===== config.mk =====
export PLATFORM = sky130hd
export DESIGN_NAME = pipe_stage_reg
export DESIGN_NICKNAME = d
export VERILOG_FILES = /design/src/rtl/pipe_pkg.sv /design/src/rtl/pipe_reg_entry.sv /design/src/rtl/pipe_stage_reg.sv
export SDC_FILE = /design/constraint.sdc
export NUM_CORES = 1
export LEC_CHECK = 0
export ABC_AREA = 1
export CORE_MARGIN = 1.5
export CORE_UTILIZATION = 48
export CTS_BUF_LIST = sky130_fd_sc_hd__clkbuf_8
export CTS_CLUSTER_DIAMETER = 30
export DETAILED_ROUTE_END_ITERATION = 8
export MAX_ROUTING_LAYER = met4
export PLACE_DENSITY = 0.79
export SYNTH_ARGS = -nofsm -noshare
export SYNTH_HDL_FRONTEND = slang
export SYNTH_SLANG_ARGS = --single-unit
export TNS_END_PERCENT = 100

===== constraint.sdc =====
create_clock -name clock -period 1.78 [get_ports clock]
set_input_delay 0.267 -clock clock [delete_from_list [all_inputs] [get_ports clock]]
set_output_delay 0.267 -clock clock [all_outputs]
set_load 0.005 [all_outputs]

===== src/rtl/pipe_pkg.sv =====
// Types shared by every pipeline-stage register.
// Occupancy of a stage: no entry, MAIN only, or MAIN plus SKID.
package pipe_pkg;

  typedef enum logic [1:0] {
    EMPTY = 2'd0,
    ONE   = 2'd1,
    TWO   = 2'd2
  } stage_state_e;

endpackage


===== src/rtl/pipe_reg_entry.sv =====
// One storage slot of a stage register: a ctrl+data word with load enable.
// Clear has priority over load so a kill never lets new contents through.
module pipe_reg_entry #(
  parameter int W = 48
) (
  input  logic         clock,
  input  logic         clear_i,
  input  logic         load_i,
  input  logic [W-1:0] d_i,
  output logic [W-1:0] q_o
);

  logic [W-1:0] entryQ;

  always_ff @(posedge clock) begin
    if (clear_i) begin
      entryQ <= '0;
    end else if (load_i) begin
      entryQ <= d_i;
    end
  end

  assign q_o = entryQ;

endmodule


===== src/rtl/pipe_stage_reg.sv =====
// Two-entry (MAIN + SKID) pipeline stage register with stall, flush,
// bubble zeroing and a saturating stall-cycle counter.
module pipe_stage_reg
  import pipe_pkg::*;
#(
  parameter int DATA_W = 32,
  parameter int CTRL_W = 16,
  parameter int CNT_W  = 16
) (
  input  logic              clock,
  input  logic              nreset,
  input  logic              stall,
  input  logic              flush,
  input  logic              in_valid,
  output logic              in_ready,
  input  logic [CTRL_W-1:0] in_ctrl,
  input  logic [DATA_W-1:0] in_data,
  output logic              out_valid,
  input  logic              out_ready,
  output logic [CTRL_W-1:0] out_ctrl,
  output logic [DATA_W-1:0] out_data,
  output logic [CNT_W-1:0]  stall_cycles
);

  localparam int EntryW = CTRL_W + DATA_W;

  stage_state_e      stateQ, stateD;
  logic [EntryW-1:0] mainQ, skidQ, mainD;
  logic              mainLoad, skidLoad, entryClear;
  logic              accept, issue;
  logic [CNT_W-1:0]  stallCntQ;

  // Gating on nreset keeps both handshakes quiet while reset is held,
  // even before the first reset edge has emptied the stage.
  assign in_ready  = nreset & ~stall & ~flush & (stateQ != TWO);
  assign out_valid = nreset & ~stall & (stateQ != EMPTY);
  assign accept    = in_valid & in_ready;
  assign issue     = out_valid & out_ready;
  assign entryClear = ~nreset | flush;

  always_comb begin
    stateD   = stateQ;
    mainD    = {in_ctrl, in_data};
    mainLoad = 1'b0;
    skidLoad = 1'b0;
    case (stateQ)
      EMPTY: begin
        if (accept) begin
          stateD   = ONE;
          mainLoad = 1'b1;
        end
      end
      ONE: begin
        if (accept && !issue) begin
          stateD   = TWO;
          skidLoad = 1'b1;
        end else if (issue && !accept) begin
          stateD = EMPTY;
        end else if (accept && issue) begin
          mainLoad = 1'b1;
        end
      end
      TWO: begin
        if (issue) begin
          stateD   = ONE;
          mainD    = skidQ;
          mainLoad = 1'b1;
        end
      end
      default: stateD = EMPTY;
    endcase
  end

  always_ff @(posedge clock) begin
    if (!nreset || flush) begin
      stateQ <= EMPTY;
    end else begin
      stateQ <= stateD;
    end
  end

  pipe_reg_entry #(.W(EntryW)) mainEntry (
    .clock   (clock),
    .clear_i (entryClear),
    .load_i  (mainLoad),
    .d_i     (mainD),
    .q_o     (mainQ)
  );

  pipe_reg_entry #(.W(EntryW)) skidEntry (
    .clock   (clock),
    .clear_i (entryClear),
    .load_i  (skidLoad),
    .d_i     ({in_ctrl, in_data}),
    .q_o     (skidQ)
  );

  // Counts only stalls that actually freeze held data; flush leaves it alone.
  always_ff @(posedge clock) begin
    if (!nreset) begin
      stallCntQ <= '0;
    end else if (stall && (stateQ != EMPTY) && (stallCntQ != '1)) begin
      stallCntQ <= stallCntQ + CNT_W'(1);
    end
  end

  assign stall_cycles = stallCntQ;
  assign {out_ctrl, out_data} = out_valid ? mainQ : '0;

endmodule


Word-level counts from Yosys, hierarchy flattened
Cells that the tools add are included.
{"block": "totals", "register_bits": 114, "inputBits": 54}
{"block": "op_classes", "n_addsub": 1, "n_eq_ne": 7, "n_mux": 16, "n_bitwise": 10, "n_reduce_logical": 12}
{"cell": "$mux 48", "count": 3}
{"cell": "$add 16x1->16 const B", "count": 1}
{"cell": "$ne 16x16->1 const B", "count": 1}
{"cell": "$mux 2", "count": 4}
{"cell": "$mux 1", "count": 7}
{"cell": "$and 1x1->1", "count": 6}
{"cell": "$ne 2x2->1 const B", "count": 3}
{"cell": "$pmux 2 s3", "count": 1}
{"cell": "$logic_and 1x1->1", "count": 5}
{"cell": "$logic_not 1->1", "count": 3}
{"cell": "$ne 3x3->1 const B", "count": 1}
{"cell": "$not 1->1", "count": 3}
{"cell": "$pmux 1 s3", "count": 1}
{"cell": "$reduce_and 3->1", "count": 1}
{"cell": "$eq 2x1->1 const B", "count": 1}
{"cell": "$eq 2x2->1 const B", "count": 1}
{"cell": "$logic_not 2->1", "count": 1}
{"cell": "$reduce_bool 2->1", "count": 1}
{"cell": "$logic_or 1x1->1", "count": 1}
{"cell": "$or 1x1->1", "count": 1}

Longest topological paths before layout
{"block": "logic_depth", "ltp_word": 10, "ltp_mapped": 14, "mapped_depth_nobuf": 12}

Modules after synthesis
Synthesis repeated with hierarchy kept, for this count alone.
{"block": "unflattened", "cells_unflattened": 1049, "area_unflattened_um2": 6137.1}
{"mod": "pipe_reg_entry", "instances": 2, "cells_each": 305, "area_each_um2": 1976.9, "seq_area_each_um2": 960.9}
{"mod": "pipe_stage_reg", "instances": 1, "cells_each": 439, "area_each_um2": 2183.3, "seq_area_each_um2": 360.3}

Worst setup path after synthesis
No wires, ideal clock.
{"block": "synth_path", "path_type": "input-to-reg", "startpoint": "input nreset", "endpoint": "register skidEntry.entryQ[17], in the netlist skidEntry.q_o[17]", "setup_ns": 0.128, "arrival_time_ns": 1.692, "slack_ns": -0.040, "cell_stages": 9, "path_buffers": 3, "path_cell_list": "buf_2 > nand2_1 > nor2_4 > nand2_1 > ha_1 > nand3_1 > clkbuf_1 > clkbuf_1 > a21oi_1"}
{"block": "synth_via", "elab_chain_len": 7, "elab_cells_between_ends": 12, "cone_classes": "mux: 2; bitwise: 8; reduce/logical: 2"}
{"element": "start: declaration", "line": "pipe_stage_reg.sv:11", "text": "input logic nreset,"}
{"element": "$and 1x1->1 (2 in series)", "line": "pipe_stage_reg.sv:36", "text": "assign out_valid = nreset & ~stall & (stateQ != EMPTY);"}
{"element": "via out_valid", "line": "pipe_stage_reg.sv:18", "text": "output logic out_valid,"}
{"element": "$and 1x1->1", "line": "pipe_stage_reg.sv:38", "text": "assign issue = out_valid & out_ready;"}
{"element": "$logic_not 1->1", "line": "pipe_stage_reg.sv:54", "text": "if (accept && !issue) begin"}
{"element": "$logic_and 1x1->1", "line": "pipe_stage_reg.sv:54"}
{"element": "$mux 1", "line": "pipe_stage_reg.sv:54"}
{"element": "$mux 1", "line": "pipe_stage_reg.sv:46", "text": "case (stateQ)"}
{"element": "end signal: assignment", "line": "pipe_reg_entry.sv:19", "text": "entryQ <= d_i;"}
{"element": "end: declaration", "line": "pipe_reg_entry.sv:13", "text": "logic [W-1:0] entryQ;"}
The timed path passes the listed nets, and every way through them passes these cells.
A chain may end at the register's enable or synchronous reset.

Final worst setup path
{"block": "layout_path", "startpoint": "register stateQ[0]", "endpoint": "register mainEntry.entryQ[40], in the netlist mainEntry.q_o[40]"}
{"block": "layout_via", "elab_chain_len": 8, "elab_cells_between_ends": 22, "cone_classes": "eq/ne: 3; mux: 8; bitwise: 4; reduce/logical: 7"}
{"element": "start: declaration", "line": "pipe_stage_reg.sv:27", "text": "stage_state_e stateQ, stateD;"}
{"element": "start signal: assignment", "line": "pipe_stage_reg.sv:78", "text": "stateQ <= stateD;"}
{"element": "$ne 2x2->1 or $reduce_bool 2->1 (tied branches)", "line": "pipe_stage_reg.sv:35, pipe_stage_reg.sv:36"}
{"element": "$and 1x1->1, on equally long branches", "line": "pipe_stage_reg.sv:35, pipe_stage_reg.sv:36"}
{"element": "$and 1x1->1, on equally long branches", "line": "pipe_stage_reg.sv:37, pipe_stage_reg.sv:38"}
{"element": "$logic_and 1x1->1 or $logic_not 1->1 (tied branches)", "line": "pipe_stage_reg.sv:59, pipe_stage_reg.sv:57"}
{"element": "$mux 1 or $logic_and 1x1->1 (tied branches)", "line": "pipe_stage_reg.sv:59, pipe_stage_reg.sv:57"}
{"element": "$mux 1", "line": "pipe_stage_reg.sv:57", "text": "end else if (issue && !accept) begin"}
{"element": "$mux 1", "line": "pipe_stage_reg.sv:54"}
{"element": "$pmux 1 s3", "line": "pipe_stage_reg.sv:46"}
{"element": "end signal: assignment", "line": "pipe_reg_entry.sv:19"}
{"element": "end: declaration", "line": "pipe_reg_entry.sv:13"}
Parallel ways exist; a longest one is shown, timed or not.

==> results.py <==
metrics = {
    "timing": {
        "skew_ps": 10.9,
        "slew-limit-headroom_pct": 62.7,
        "timing.setup.tns_ps": -885,
        "hold-worst-slack_ps": 449,
        "timing_hold_violations_final": 0,
        "layout_setup_ws_ps": -71.0,
        "rsz_0062_raised_after_global_routing": "yes",
        "maxClockFrequency_ghz": 0.540,
        "slew_of_the_pin_with_the_lowest_slew_margin_ps": 560,
        "slew_viols_final": 0,
        "final.period_utilization_pct": 104,
        "finalSetupViolations": 23,
        "min_period_ps": 1850,
    },
    "synthesis": {
        "synthMostInstantiatedCell": "nor2_1",
        "synth-async-reset-ratio_pct": 0,
        "synthesis.nets": 918,
        "yosys_warnings": 0,
        "number_of_synthesized_flops_with_an_enable_pin": 0,
        "synth-seq-cells": 114,
        "netlist_instances": 861,
        "synth.lib_cells_used.distinct": 27,
        "synth.top_cells.by_count": "172 x nor2_1, 156 x nand2_1, 116 x inv_1, 114 x dfxtp_1, 69 x o21ai_0",
        "synth.top_cell.area_share_pct": 41.5,
        "yosys.area.top_type": "dfxtp_1",
        "synthTopCellsByArea": "dfxtp_1 41%, nor2_1 12%, nand2_1 11%, inv_1 7.9%, o21ai_0 6.3%",
        "synth-main-ff-cell": "dfxtp_1",
        "synthesis.area_um2": 5500,
        "synth_seq_area_share_pct": 41.5,
        "syn_area_per_cell_um2": 6.39,
    },
    "clock_network": {
        "clock_sink_count": 114,
        "tritoncts_clock_tree": "done",
        "cts_max_level": 4,
        "worst_skew_pair.late_latency_ps": 440,
        "clockBufferDepth": 2,
        "cts_buffers": 17,
        "clk_root_buffer_cell": "clkbuf_8",
        "cts.clk_slew.worst_paths_ps": 80,
    },
    "worst_setup_path": {
        "timing.critical_path.fanout_max": 12,
        "critical_path.max_stage_delay_ps": 360,
        "crit_path_end_kind": "flop",
        "critical_path.startpoint_type": "flop",
        "timing.critical_path.arrival_ps": 2230,
        "cpMostUsedCell": "nand2_4",
        "path_type_of_the_worst_setup_path": "flop to flop",
        "timing.critical_path.slowest_stage_cell": "dfxtp_2",
        "worst_ep_required_time_ps": 2160,
        "path_delay_family": "simple AND/OR/NAND/NOR gates",
        "cp_cell_sequence": "buf_6 > inv_4 > nand2_4 > nand4_1 > inv_2 > ha_4 > nand3_4 > nand2_4 > inv_8 > clkbuf_16 > nand3_1 > nand2_1 > nor2_1",
        "buffers_and_inverters_on_the_worst_path": 5,
    },
    "final_layout": {
        "insertedDiodeCount": 0,
        "layout-area-overhead-vs-synth_pct": 49.3,
        "final_design_area_no_fill_um2": 8220,
        "finalNetCount": 1061,
        "share_of_cells_above_drive_strength_1_pct": 23.9,
    },
    "drt": {
        "drt-vias-per-instance": 5.10,
        "detailroute.via_count": 5900,
        "drt_iter0_drc": 444,
        "dr.pass1.iters": 7,
        "routedWlPerCell_um": 14.3,
        "final_antenna_net_count": 0,
        "drcViolationCount": 0,
        "totalWireLength_um": 16500,
    },
    "power": {
        "peakVddDrop_uv": 712,
        "p_leak_nw": 3.44,
        "power.density_nw_per_um2": 707,
        "power.total_w": 0.00581,
    },
    "place": {
        "buffer_ports.inserted": 119,
        "placedInstanceArea_um2": 7050,
        "place.detailed.hpwl_um": 8710,
        "finalWeightedCongestion": 0.843,
    },
    "floorplan": {
        "die_width_um": 110,
        "floorplan.die.height_um": 110,
        "initial_core_util_pct": 49.9,
        "io-pin-count": 120,
        "rows": 38,
        "design.die.area_um2": 12100,
        "core_area_um2": 11000,
    },
    "run_status": {
        "outcome": "complete, but fails checks",
        "violated_checks": "negative setup slack",
    },
    "global_route": {
        "first_global_vias": 4862,
        "grt_start_max_net_pins": 57,
        "grt_pass1_wl_um": 22800,
        "antenna_violations_before_repair": 0,
        "grt.overflow.total": 0,
        "global_route.usage.total_pct": 25.3,
    },
    "flow_run": {
        "max_cap_violations": 0,
    },
    "hold_path": {
        "hold_path_class": "flop to flop",
    },
}
==> cell usage in the layout (no fill, tap or decap), types with 4 or more instances in the layout <==
| cell | count |
|---|---|
| a21oi_1 | 60 |
| bufinv_16 | 4 |
| buf_12 | 8 |
| nor2_1 | 98 |
| inv_1 | 112 |
| nand2_1 | 153 |
| nor2_2 | 29 |
| clkbuf_8 | 20 |
| clkinvlp_4 | 4 |
| clkbuf_16 | 10 |
| buf_2 | 46 |
| o21ai_1 | 68 |
| nand4_1 | 5 |
| o21ai_0 | 29 |
| xor2_1 | 4 |
| buf_16 | 4 |
| buf_4 | 30 |
| clkdlybuf4s50_1 | 67 |
| dfxtp_1 | 112 |
| nand3_1 | 57 |
| nor2_4 | 50 |
| inv_2 | 4 |
| buf_6 | 6 |
==> routing by layer <==
metal,vias to the layer above,GRT usage (%),share of wire (%)
li1,2974,-,-
met1,2662,31.2,42
met2,232,40.1,49
met3,32,6.11,6.6
met4,0,9.55,2.6
met5,-,-,0
==> state kept, by name, summed over array words and instances, names as in the netlist <==
register and flops:
stateQ 2, stall_cycles 16, mainEntry.q_o 48, skidEntry.q_o 48
==> final cells by class <==
cell class                 instances  area, um2
multi-input combinational        575       3080
fill                             822       2810
sequential                       114       2280
timing repair buffer             177       1770
inverter                         119        464
clock buffer                      20        275
clock inverter                    12        178
tap                              140        175
==> logic make-up after synthesis <==
logic type / count (synthesis) / synth area share (%)
compound gates: 162 / 14.8
fa+ha+maj: 3 / 0.682
simple gates: 405 / 29.9
buf+inv: 172 / 12.3
flops: 114 / 41.5
xor+xnor: 5 / 0.796
==> stage by stage <==
stage               setup slack [ps]  utilization, %  cells
detailed placement              -450            63.9   1104
CTS                            -71.9            69.2   1142
global route                    -161            74.5   1157
finish                         -71.0            74.5   1157
floorplan                      -40.5               -    861
global placement                -453            63.9   1104
==> what timing repair did <==
action	in CTS	in global routing
hold buffers	0	0
pin swaps	2	34
endpoints found under the setup margin	99	116
resized for setup	225	174
gates cloned	4	10
setup buffers	2	5
==> tightest hold or removal path: stages, from the launching register on <==
cell and delay, ps:
dfxtp_1 300, inv_1 50, a21oi_1 50
==> where the power goes <==
group	switching (W)	internal [W]
combinational	0.000246	0.000229
sequential	0.00000504	0.00257
clock	0.00112	0.00164
total	0.00138	0.00444
==> path summary, 6_finish.rpt <==
| kind | startpoint | end | slack (ps) | cells after the start |
|---|---|---|---|---|
| setup / recovery | stateQ[0] | mainEntry.q_o[40] | -70 | 13 |
| hold / removal | skidEntry.q_o[1] | skidEntry.q_o[1] | 450 | 2 |
| setup reg to reg | stateQ[0] | mainEntry.q_o[40] | -70 | 13 |
| hold reg to reg | skidEntry.q_o[1] | skidEntry.q_o[1] | 450 | 2 |
(Power assumes the default switching activity.)
